<file path="config.mk">
export PLATFORM = sky130hd
export DESIGN_NAME = cpu_run_ctrl
export DESIGN_NICKNAME = d
export VERILOG_FILES = /design/src/rtl/cpu_run_ctrl_pkg.sv /design/src/rtl/cpu_run_timer.sv /design/src/rtl/cpu_run_ctrl.sv
export SDC_FILE = /design/constraint.sdc
export NUM_CORES = 1
export LEC_CHECK = 0
export CORE_ASPECT_RATIO = 0.7
export CORE_MARGIN = 2
export CORE_UTILIZATION = 39
export CTS_CLUSTER_DIAMETER = 40
export DETAILED_ROUTE_END_ITERATION = 6
export PLACE_DENSITY = 0.83
export RECOVER_POWER = 100
export SLEW_MARGIN = 20
export SYNTH_ARGS = -nofsm -noshare
export SYNTH_HDL_FRONTEND = slang
export SYNTH_HIERARCHICAL = 1
export SYNTH_SLANG_ARGS = --single-unit
export TNS_END_PERCENT = 100
</file>
<file path="constraint.sdc">
create_clock -name clk -period 2 [get_ports clk]
set_input_delay 0.4 -clock clk [delete_from_list [all_inputs] [get_ports clk]]
set_output_delay 0.4 -clock clk [all_outputs]
set_load 0.02 [all_outputs]
</file>
<file path="src/rtl/cpu_run_ctrl_pkg.sv">
// Shared types and default constants for the CPU run/dump sequencer.
// Optional halt support is compiled in with the CPU_RUN_CTRL_HALT_EN macro.
package cpu_run_ctrl_pkg;

    typedef enum logic [2:0] {
        StIdle  = 3'd0,
        StReset = 3'd1,
        StRun   = 3'd2,
        StDump  = 3'd3,
        StDone  = 3'd4
    } state_e;

    localparam int unsigned DefRstCycles = 1;
    localparam int unsigned DefRunCycles = 110;
    localparam int unsigned DefNregs     = 32;

    // Width needed to hold values 0..n-1, never less than one bit.
    function automatic int unsigned idx_width(input int unsigned n);
        return (n > 1) ? $clog2(n) : 1;
    endfunction

endpackage

</file>
<file path="src/rtl/cpu_run_timer.sv">
// Phase timer for the run sequencer: a down counter timing the core reset
// phase and an up counter timing the run phase (exported as cycle_count).
module cpu_run_timer
    import cpu_run_ctrl_pkg::*;
#(
    parameter int unsigned RST_CYCLES = DefRstCycles,
    parameter int unsigned RUN_CYCLES = DefRunCycles,
    parameter int unsigned CNT_W      = 32
) (
    input  logic             clk,
    input  logic             rst_n,
    input  logic             i_start,
    input  logic             i_rst_phase,
    input  logic             i_run_phase,
    output logic             o_rst_tc,
    output logic             o_run_tc,
    output logic [CNT_W-1:0] o_cycle_count
);

    localparam int unsigned RW = idx_width(RST_CYCLES);

    logic [RW-1:0]    r_rst_cnt;
    logic [CNT_W-1:0] r_cycle_cnt;

    // Load on run start, then count reset cycles down and run cycles up.
    always_ff @(posedge clk or negedge rst_n) begin
        if (!rst_n) begin
            r_rst_cnt   <= '0;
            r_cycle_cnt <= '0;
        end else if (i_start) begin
            r_rst_cnt   <= RW'(RST_CYCLES - 1);
            r_cycle_cnt <= '0;
        end else begin
            if (i_rst_phase && (r_rst_cnt != '0)) begin
                r_rst_cnt <= r_rst_cnt - 1'b1;
            end
            // Saturate so the count can never pass the run limit.
            if (i_run_phase && (r_cycle_cnt != CNT_W'(RUN_CYCLES))) begin
                r_cycle_cnt <= r_cycle_cnt + 1'b1;
            end
        end
    end

    // Terminal counts: last reset cycle, and the run cycle that hits the limit.
    always_comb begin
        o_rst_tc      = (r_rst_cnt == '0);
        o_run_tc      = (r_cycle_cnt == CNT_W'(RUN_CYCLES - 1));
        o_cycle_count = r_cycle_cnt;
    end

endmodule

</file>
<file path="src/rtl/cpu_run_ctrl.sv">
// Run/dump sequencer: holds the core in reset, runs it for a bounded number
// of cycles (or until halt), then streams the register file over valid/ready.
// Define CPU_RUN_CTRL_HALT_EN to honour the halt input.
module cpu_run_ctrl
    import cpu_run_ctrl_pkg::*;
#(
    parameter int unsigned DATA_W     = 32,
    parameter int unsigned NREGS      = DefNregs,
    parameter int unsigned RST_CYCLES = DefRstCycles,
    parameter int unsigned RUN_CYCLES = DefRunCycles,
    parameter int unsigned CNT_W      = 32,
    parameter int unsigned ADDR_W     = idx_width(NREGS)
) (
    input  logic              clk,
    input  logic              rst_n,
    input  logic              start,
    input  logic              halt,
    output logic              cpu_rst_n,
    output logic [ADDR_W-1:0] rf_raddr,
    input  logic [DATA_W-1:0] rf_rdata,
    output logic              dump_valid,
    input  logic              dump_ready,
    output logic [ADDR_W-1:0] dump_idx,
    output logic [DATA_W-1:0] dump_data,
    output logic [CNT_W-1:0]  cycle_count,
    output logic              halted,
    output logic              done
);

    localparam logic [ADDR_W-1:0] LastIdx = ADDR_W'(NREGS - 1);

    state_e            r_state;
    logic              r_cpu_rst_n;
    logic              r_dump_valid;
    logic [ADDR_W-1:0] r_dump_idx;
    logic              r_halted;
    logic              r_done;

    logic              w_start_acc;
    logic              w_rst_phase;
    logic              w_run_phase;
    logic              w_rst_tc;
    logic              w_run_tc;
    logic              w_halt;

`ifdef CPU_RUN_CTRL_HALT_EN
    assign w_halt = halt;
`else
    // Halt port kept for a uniform interface; masked off in this build.
    assign w_halt = halt & 1'b0;
`endif

    // Phase decode feeding the shared timer.
    always_comb begin
        w_start_acc = start && ((r_state == StIdle) || (r_state == StDone));
        w_rst_phase = (r_state == StReset);
        w_run_phase = (r_state == StRun);
    end

    cpu_run_timer #(
        .RST_CYCLES (RST_CYCLES),
        .RUN_CYCLES (RUN_CYCLES),
        .CNT_W      (CNT_W)
    ) u_timer (
        .clk           (clk),
        .rst_n         (rst_n),
        .i_start       (w_start_acc),
        .i_rst_phase   (w_rst_phase),
        .i_run_phase   (w_run_phase),
        .o_rst_tc      (w_rst_tc),
        .o_run_tc      (w_run_tc),
        .o_cycle_count (cycle_count)
    );

    // Sequencer FSM with all control outputs registered.
    always_ff @(posedge clk or negedge rst_n) begin
        if (!rst_n) begin
            r_state      <= StIdle;
            r_cpu_rst_n  <= 1'b0;
            r_dump_valid <= 1'b0;
            r_dump_idx   <= '0;
            r_halted     <= 1'b0;
            r_done       <= 1'b0;
        end else begin
            unique case (r_state)
                StIdle, StDone: begin
                    if (start) begin
                        r_state     <= StReset;
                        r_cpu_rst_n <= 1'b0;
                        r_dump_idx  <= '0;
                        r_halted    <= 1'b0;
                        r_done      <= 1'b0;
                    end
                end
                StReset: begin
                    if (w_rst_tc) begin
                        r_state     <= StRun;
                        r_cpu_rst_n <= 1'b1;
                    end
                end
                StRun: begin
                    // Halt and timeout on the same cycle resolve to one exit.
                    if (w_halt || w_run_tc) begin
                        r_state      <= StDump;
                        r_dump_valid <= 1'b1;
                        r_halted     <= w_halt;
                    end
                end
                StDump: begin
                    if (dump_ready) begin
                        if (r_dump_idx == LastIdx) begin
                            r_state      <= StDone;
                            r_dump_valid <= 1'b0;
                            r_done       <= 1'b1;
                        end else begin
                            r_dump_idx <= r_dump_idx + 1'b1;
                        end
                    end
                end
                default: begin
                    r_state <= StIdle;
                end
            endcase
        end
    end

    // Output mapping; dump_data is the only combinational path.
    always_comb begin
        cpu_rst_n  = r_cpu_rst_n;
        dump_valid = r_dump_valid;
        dump_idx   = r_dump_idx;
        rf_raddr   = r_dump_idx;
        dump_data  = rf_rdata;
        halted     = r_halted;
        done       = r_done;
    end

endmodule
</file>
* After elaboration in Yosys (flattened, before gate mapping)
Index checks and enable logic that the tools add are counted.
Widths: inputs -> output; s select.
** Storage, ports and cells
- Register bits after elaboration :: 45
- Bits in latches :: 0
- Memory bits (writable) :: 0
- Memory bits (read-only) :: 0
- Word-level logic and storage cells :: 68
- Memories :: 0
** Cells by class
- Add/subtract/negate cells :: 3
- $mul :: 0
- Divide/modulo/power cells :: 0
- Order comparisons :: 0
- Equality and inequality tests :: 13
- Shifts and indexed selects :: 0
- Muxes and demuxes :: 26
- Bitwise logic cells :: 0
- Reductions and logical operators :: 18
** Operators with widths (count)
- $mux 32 :: 2
- $add 32x1->32 const B :: 1
- $eq 32x7->1 const B :: 1
- $ne 32x7->1 const B :: 1
- $mux 3 :: 5
- $mux 5 :: 3
- $ne 2x2->1 const B :: 6
- $pmux 3 s4 :: 1
- $reduce_and 4->1 :: 3
- $reduce_bool 2->1 :: 6
- $mux 1 :: 10
- $pmux 5 s2 :: 1
- $pmux 1 s2 :: 4
- $eq 3x2->1 const B :: 2
- $reduce_and 3->1 :: 2
- $add 5x1->5 const B :: 1
- $eq 5x5->1 const B :: 1
- $reduce_and 5->1 :: 1
- $eq 3x1->1 const B :: 1
- $eq 3x3->1 const B :: 1
- $logic_and 1x1->1 :: 3
- $logic_not 3->1 :: 1
- $reduce_or 2->1 :: 1
- $logic_or 1x1->1 :: 1
- $sub 1x1->1 const B :: 1

* Depth between registers and ports, before layout
- Depth in word-level cells :: 4
- Depth in mapped cells :: 9
- Depth with buffers taken out :: 7

* By module
The synthesis kept the hierarchy.
** By module, submodules not included
- cpu_run_timer :: instances 1, cells each 197, area each 1783.0 sq um
- cpu_run_ctrl :: instances 1, cells each 105, area each 885.8 sq um

* Worst setup path after synthesis
No wires, ideal clock.
- Path kind :: reg-to-reg
- From :: register r_state[0]
- To :: register u_timer.r_cycle_cnt[22], in the netlist u_timer/o_cycle_count[22]
- Setup time :: 78 ps
- Arrival :: 2057 ps
- Data required time :: 1922 ps
- Path slack :: -135 ps
- Cell stages (with the launch flop) :: 8
- Path through :: dfrtp_1 buf_2 nor2_1 and3_1 nand3_1 or3_1 or3_1 a21oi_1
** On the way
- Elaborated cells between the ends (all ways) :: 8
** RTL lines
- start, declared :: RTL line cpu_run_ctrl.sv:32 : state_e r_state;
- start signal, assigned :: RTL line cpu_run_ctrl.sv:78 : r_state <= StIdle;
- start signal, assigned :: RTL line cpu_run_ctrl.sv:88 : r_state <= StReset;
- start signal, assigned :: RTL line cpu_run_ctrl.sv:97 : r_state <= StRun;
- $eq 3x2->1 :: RTL line cpu_run_ctrl.sv:57 : w_run_phase = (r_state == StRun);
- net w_run_phase :: RTL line cpu_run_ctrl.sv:41 : logic w_run_phase;
- $logic_and 1x1->1 :: RTL line cpu_run_timer.sv:38 : if (i_run_phase && (r_cycle_cnt != CNT_W'(RUN_CYCLES))) begin
- $reduce_bool 2->1 (no source line)
- end signal, assigned :: RTL line cpu_run_timer.sv:39 : r_cycle_cnt <= r_cycle_cnt + 1'b1;
- end, declared :: RTL line cpu_run_timer.sv:23 : logic [CNT_W-1:0] r_cycle_cnt;
The timed path passes the listed nets, and every way through them passes these cells.
A chain may end at the register's enable or synchronous reset.

* Worst setup path in the final report
- From :: register u_timer.r_cycle_cnt[12], in the netlist u_timer/o_cycle_count[12]
- To :: register u_timer.r_cycle_cnt[28], in the netlist u_timer/o_cycle_count[28]
** On the way
- Cells in the longest elaborated chain, start to end :: 3
- Elaborated cells between the ends (all ways) :: 6
** Ends and longest elaborated chain (RTL line)
- $add 32x1->32 or $ne 32x7->1 (tied branches) :: cpu_run_timer.sv:39, cpu_run_timer.sv:38
- $mux 32 or $logic_and 1x1->1 (tied branches) :: cpu_run_timer.sv:38
- $mux 32 or $reduce_bool 2->1 (tied branches)
Parallel ways exist; a longest one is shown, timed or not. The select of a mux whose other input is x is not followed.

==> summary.md <==
| Metric | Value |
|---|---|
| Status | complete, but fails checks |
| Failing checks | max-capacitance violations, max-slew violations, negative setup slack |
| Routability congestion estimate | 0.838 |
| # rows | 25 |
| Final clock skew | 0.0115 ns |
| Cell Int Power | 2.05 mW |
| Design Area, Final | 0.00342 mm^2 |
| Grt ovf | 0 |
| Net Sw Power | 1.36 mW |
| DRT Pass-1 Iters | 5 |
| CTS tree | built |
| Number of global-route vias before repair | 2216 |
| IO buf count | 48 |
| Global-route wire length before repair | 10600 um |
| DR DRC count | 0 |
| Die X | 103 um |
| Core Util, Final | 0.511 |
| Fin worst setup slack | -0.0363 ns |
| Tmin final | 2.04 ns |
| Yosys reg bits | 44 |
| Critical path fanouts, max | 11 |
| Setup CP Type | reg -> reg |
| Met3 global-route usage | 0.0383 |
| Clock-pin slew on the worst setup and hold paths | 0.08 ns |
| RSZ-0062 raised after global routing | yes |
| GRT met2 Usage | 0.288 |
| Cells after Synth | 302 |
| Highest clock rate | 491 MHz |
| Gr usage total | 0.183 |
| Final WL | 7070 um |
| Clk sinks | 44 |
| Final Hold Fails | 0 |
| Sequential-to-total area share from yosys stat | 0.413 |
| CP Launch Type | flop |
| Min-delay worst type | in -> async |
| Final net count | 393 |
| Initial core utilization | 0.399 |
| Crit path capture type | flop |
| Die ar. | 0.00753 mm^2 |
| Warnings from Yosys | 6 |
| Arrival time worst endpoint | 2.19 ns |
| I/O pins | 115 |
| Initial DRC count | 208 |
| Clock buffer count from CTS | 5 |
| Peak supply drop | 649 uV |
| Asr flop ratio synth | 1.00 |
| Pin count of the biggest net entering global routing | 29 |
| Layout area overhead | 28.1% |
| Depth of the worst register-to-register path | 6 |
| Dpl hpwl | 4970 um |
| Post-CTS Hold Buffers | 0 |
| Clock network power share | 0.167 |
| Rel. slew slack | -0.0425 |
| Clock buffer depth | 2 |
| Core Area | 0.00669 mm^2 |
| Final Max Tran Viols | 29 |
| Period utilization | 1.02 |
| Placement Cell Area | 0.00322 mm^2 |
| GRT Max-Usage Layer | met2 |
| Commonest non-fill, non-tap cell in the layout | dlygate4sd3_1 |
| Overall power | 3.42 mW |
| Combinational share of power | 0.460 |
| H-tree depth | 2 |
| Worst-Margin Slew | 1.56 ns |
| Clock root cell | clkbuf_8 |
| Dpl ws | -0.106 ns |
| Critical Path RT | 2.16 ns |
| Initial antenna violation count | 0 |
| Setup-failing EPs final | 2 |
| FF-to-FF End | u_timer/o_cycle_count[28]$_DFFE_PN0P_ |
| Sequential power share | 0.374 |
| Leak Pwr | 1.38 nW |
| Routed vias | 2404 |
| Fillers | 613 |
| Syn Area/Cell | 8.84 um^2 |
| Die height | 73.2 um |
| Share of layout cells above drive strength 1 | 0.199 |
| Syn nets | 344 |
| Worst R2R Start | u_timer/o_cycle_count[12]$_DFFE_PN0P_ |
| Cell Area, Synth | 0.00267 mm^2 |
| Synth cell types | 39 |
| DRT antenna net count | 0 |
| Cell Pwr Density | 1000 mW/mm^2 |
| Met1 Track Usage GR | 0.252 |
| Sw frac | 0.399 |
| Vias per inst | 5.39 |
| Most frequent cells in the layout | dlygate4sd3_1 (42), dfrtp_1 (40), buf_4 (34) |
| Worst-skew pair later-pin latency | 0.30 ns |
| Maxcap violations | 1 |
| Setup TNS Final | -0.0590 ns |
| Setup slack, reg-to-reg | -0.04 ns |
| Antenna Cells | 0 |
| Average wire per standard cell | 15.9 um |
| Ys flop type | dfrtp_1 |
| EDFF count, synth | 0 |
sequential cells by signal, summed over array words and instances (netlist names):
| signal | count |
|---|---|
| dump_valid | 1 |
| done | 1 |
| cpu_rst_n | 1 |
| r_state | 3 |
| dump_idx | 5 |
| u_timer/o_cycle_count | 32 |
| u_timer/r_rst_cnt | 1 |
Yosys cell counts (2+ instances only):
library cell  count  area (um^2)
dfrtp_1          44         1100
buf_4            39          293
nor2_1           28          105
nand2_1          20         75.1
o21ai_0          20          100
nand3_1          17         85.1
xnor2_1          15          131
a21oi_1          13         65.1
nor4_1           12         75.1
nand4_1          11         68.8
or3_1            11         68.8
inv_1             9         33.8
clkbuf_1          7         26.3
nor3_1            7         35.0
and3_1            5         31.3
ha_1              5         62.6
or4_1             4         30.0
xor2_1            4         35.0
buf_2             3         15.0
nor2b_1           3         18.8
and2b_1           2         15.0
nand2b_1          2         12.5
nand3b_1          2         15.0
nor4b_1           2         17.5
o31ai_1           2         15.0
or2_2             2         12.5
metal layers:
layer	vias up	wire length (um)	part of all wire
met5	-	0	0
met4	0	145	0.021
met2	117	3300	0.47
met1	1150	3040	0.43
li1	1117	-	-
met3	20	590	0.083
area by class of cell:
class	count	area (um^2)	share of cell area
Multi-Input combinational cell	200	1300	0.381
Sequential cell	44	1110	0.324
Timing Repair Buffer	91	769	0.225
Tap cell	94	118	0.0344
Clock buffer	8	90.1	0.0264
Inverter	9	33.8	0.00988
worst max path at each step:
| stage | end | start | depth (start not counted) |
|---|---|---|---|
| after global routing | u_timer/o_cycle_count[22]$_DFFE_PN0P_ | u_timer/o_cycle_count[12]$_DFFE_PN0P_ | 5 |
| after floorplan | u_timer/o_cycle_count[22]$_DFFE_PN0P_ | r_state[0]$_DFFE_PN0P_ | 7 |
| after detailed placement | u_timer/o_cycle_count[21]$_DFFE_PN0P_ | r_state[2]$_DFFE_PN0P_ | 7 |
| final | u_timer/o_cycle_count[28]$_DFFE_PN0P_ | u_timer/o_cycle_count[12]$_DFFE_PN0P_ | 6 |
| after CTS | u_timer/o_cycle_count[21]$_DFFE_PN0P_ | r_state[2]$_DFFE_PN0P_ | 7 |
| after global placement | u_timer/o_cycle_count[21]$_DFFE_PN0P_ | r_state[2]$_DFFE_PN0P_ | 7 |
cell families (layout without fill, tap and decap cells):
kind of cell / count (synthesis) / in the layout / share of synthesized area
mux: 2 / 2 / 0.00797
buf+inv: 58 / 108 / 0.138
fa+ha+maj: 5 / 5 / 0.0234
simple gates: 136 / 136 / 0.280
xor+xnor: 19 / 19 / 0.0624
compound gates: 37 / 37 / 0.0745
flops: 44 / 44 / 0.413
other cells: 1 / 1 / 0.00141
worst max-delay path, stage by stage, from the launching register on:
cell and delay, ns:
dfrtp_1 0.42, nand4_1 0.13, or4_4 0.51, buf_4 0.22, nor4_2 0.40, xnor2_1 0.17
nor2_1 0.06
power by group through the flow:
stage               Combinational, mW  Sequential [mW]  Clock, mW
global route                     1.70             1.30      0.609
floorplan                       0.705             1.49          0
CTS                              1.61             1.27      0.584
finish                           1.57             1.28      0.570
detailed placement               1.59             1.28          0
global placement                 1.54             1.27          0
stage by stage:
step	cells	hold WS (ns)
2_1_floorplan	302	0.104
3_3_place_gp	432	0.461
3_5_place_dp	432	0.470
4_1_cts	441	0.150
5_1_grt	446	0.559
6_report	446	0.486
what timing repair did:
item | in CTS | in global routing
setup endpoints to repair | 6 | 23
pin swaps | 1 | 3
resized for setup | 3 | 18
setup buffers | 1 | 5
No activity file was read; power rests on OpenSTA's default activity.
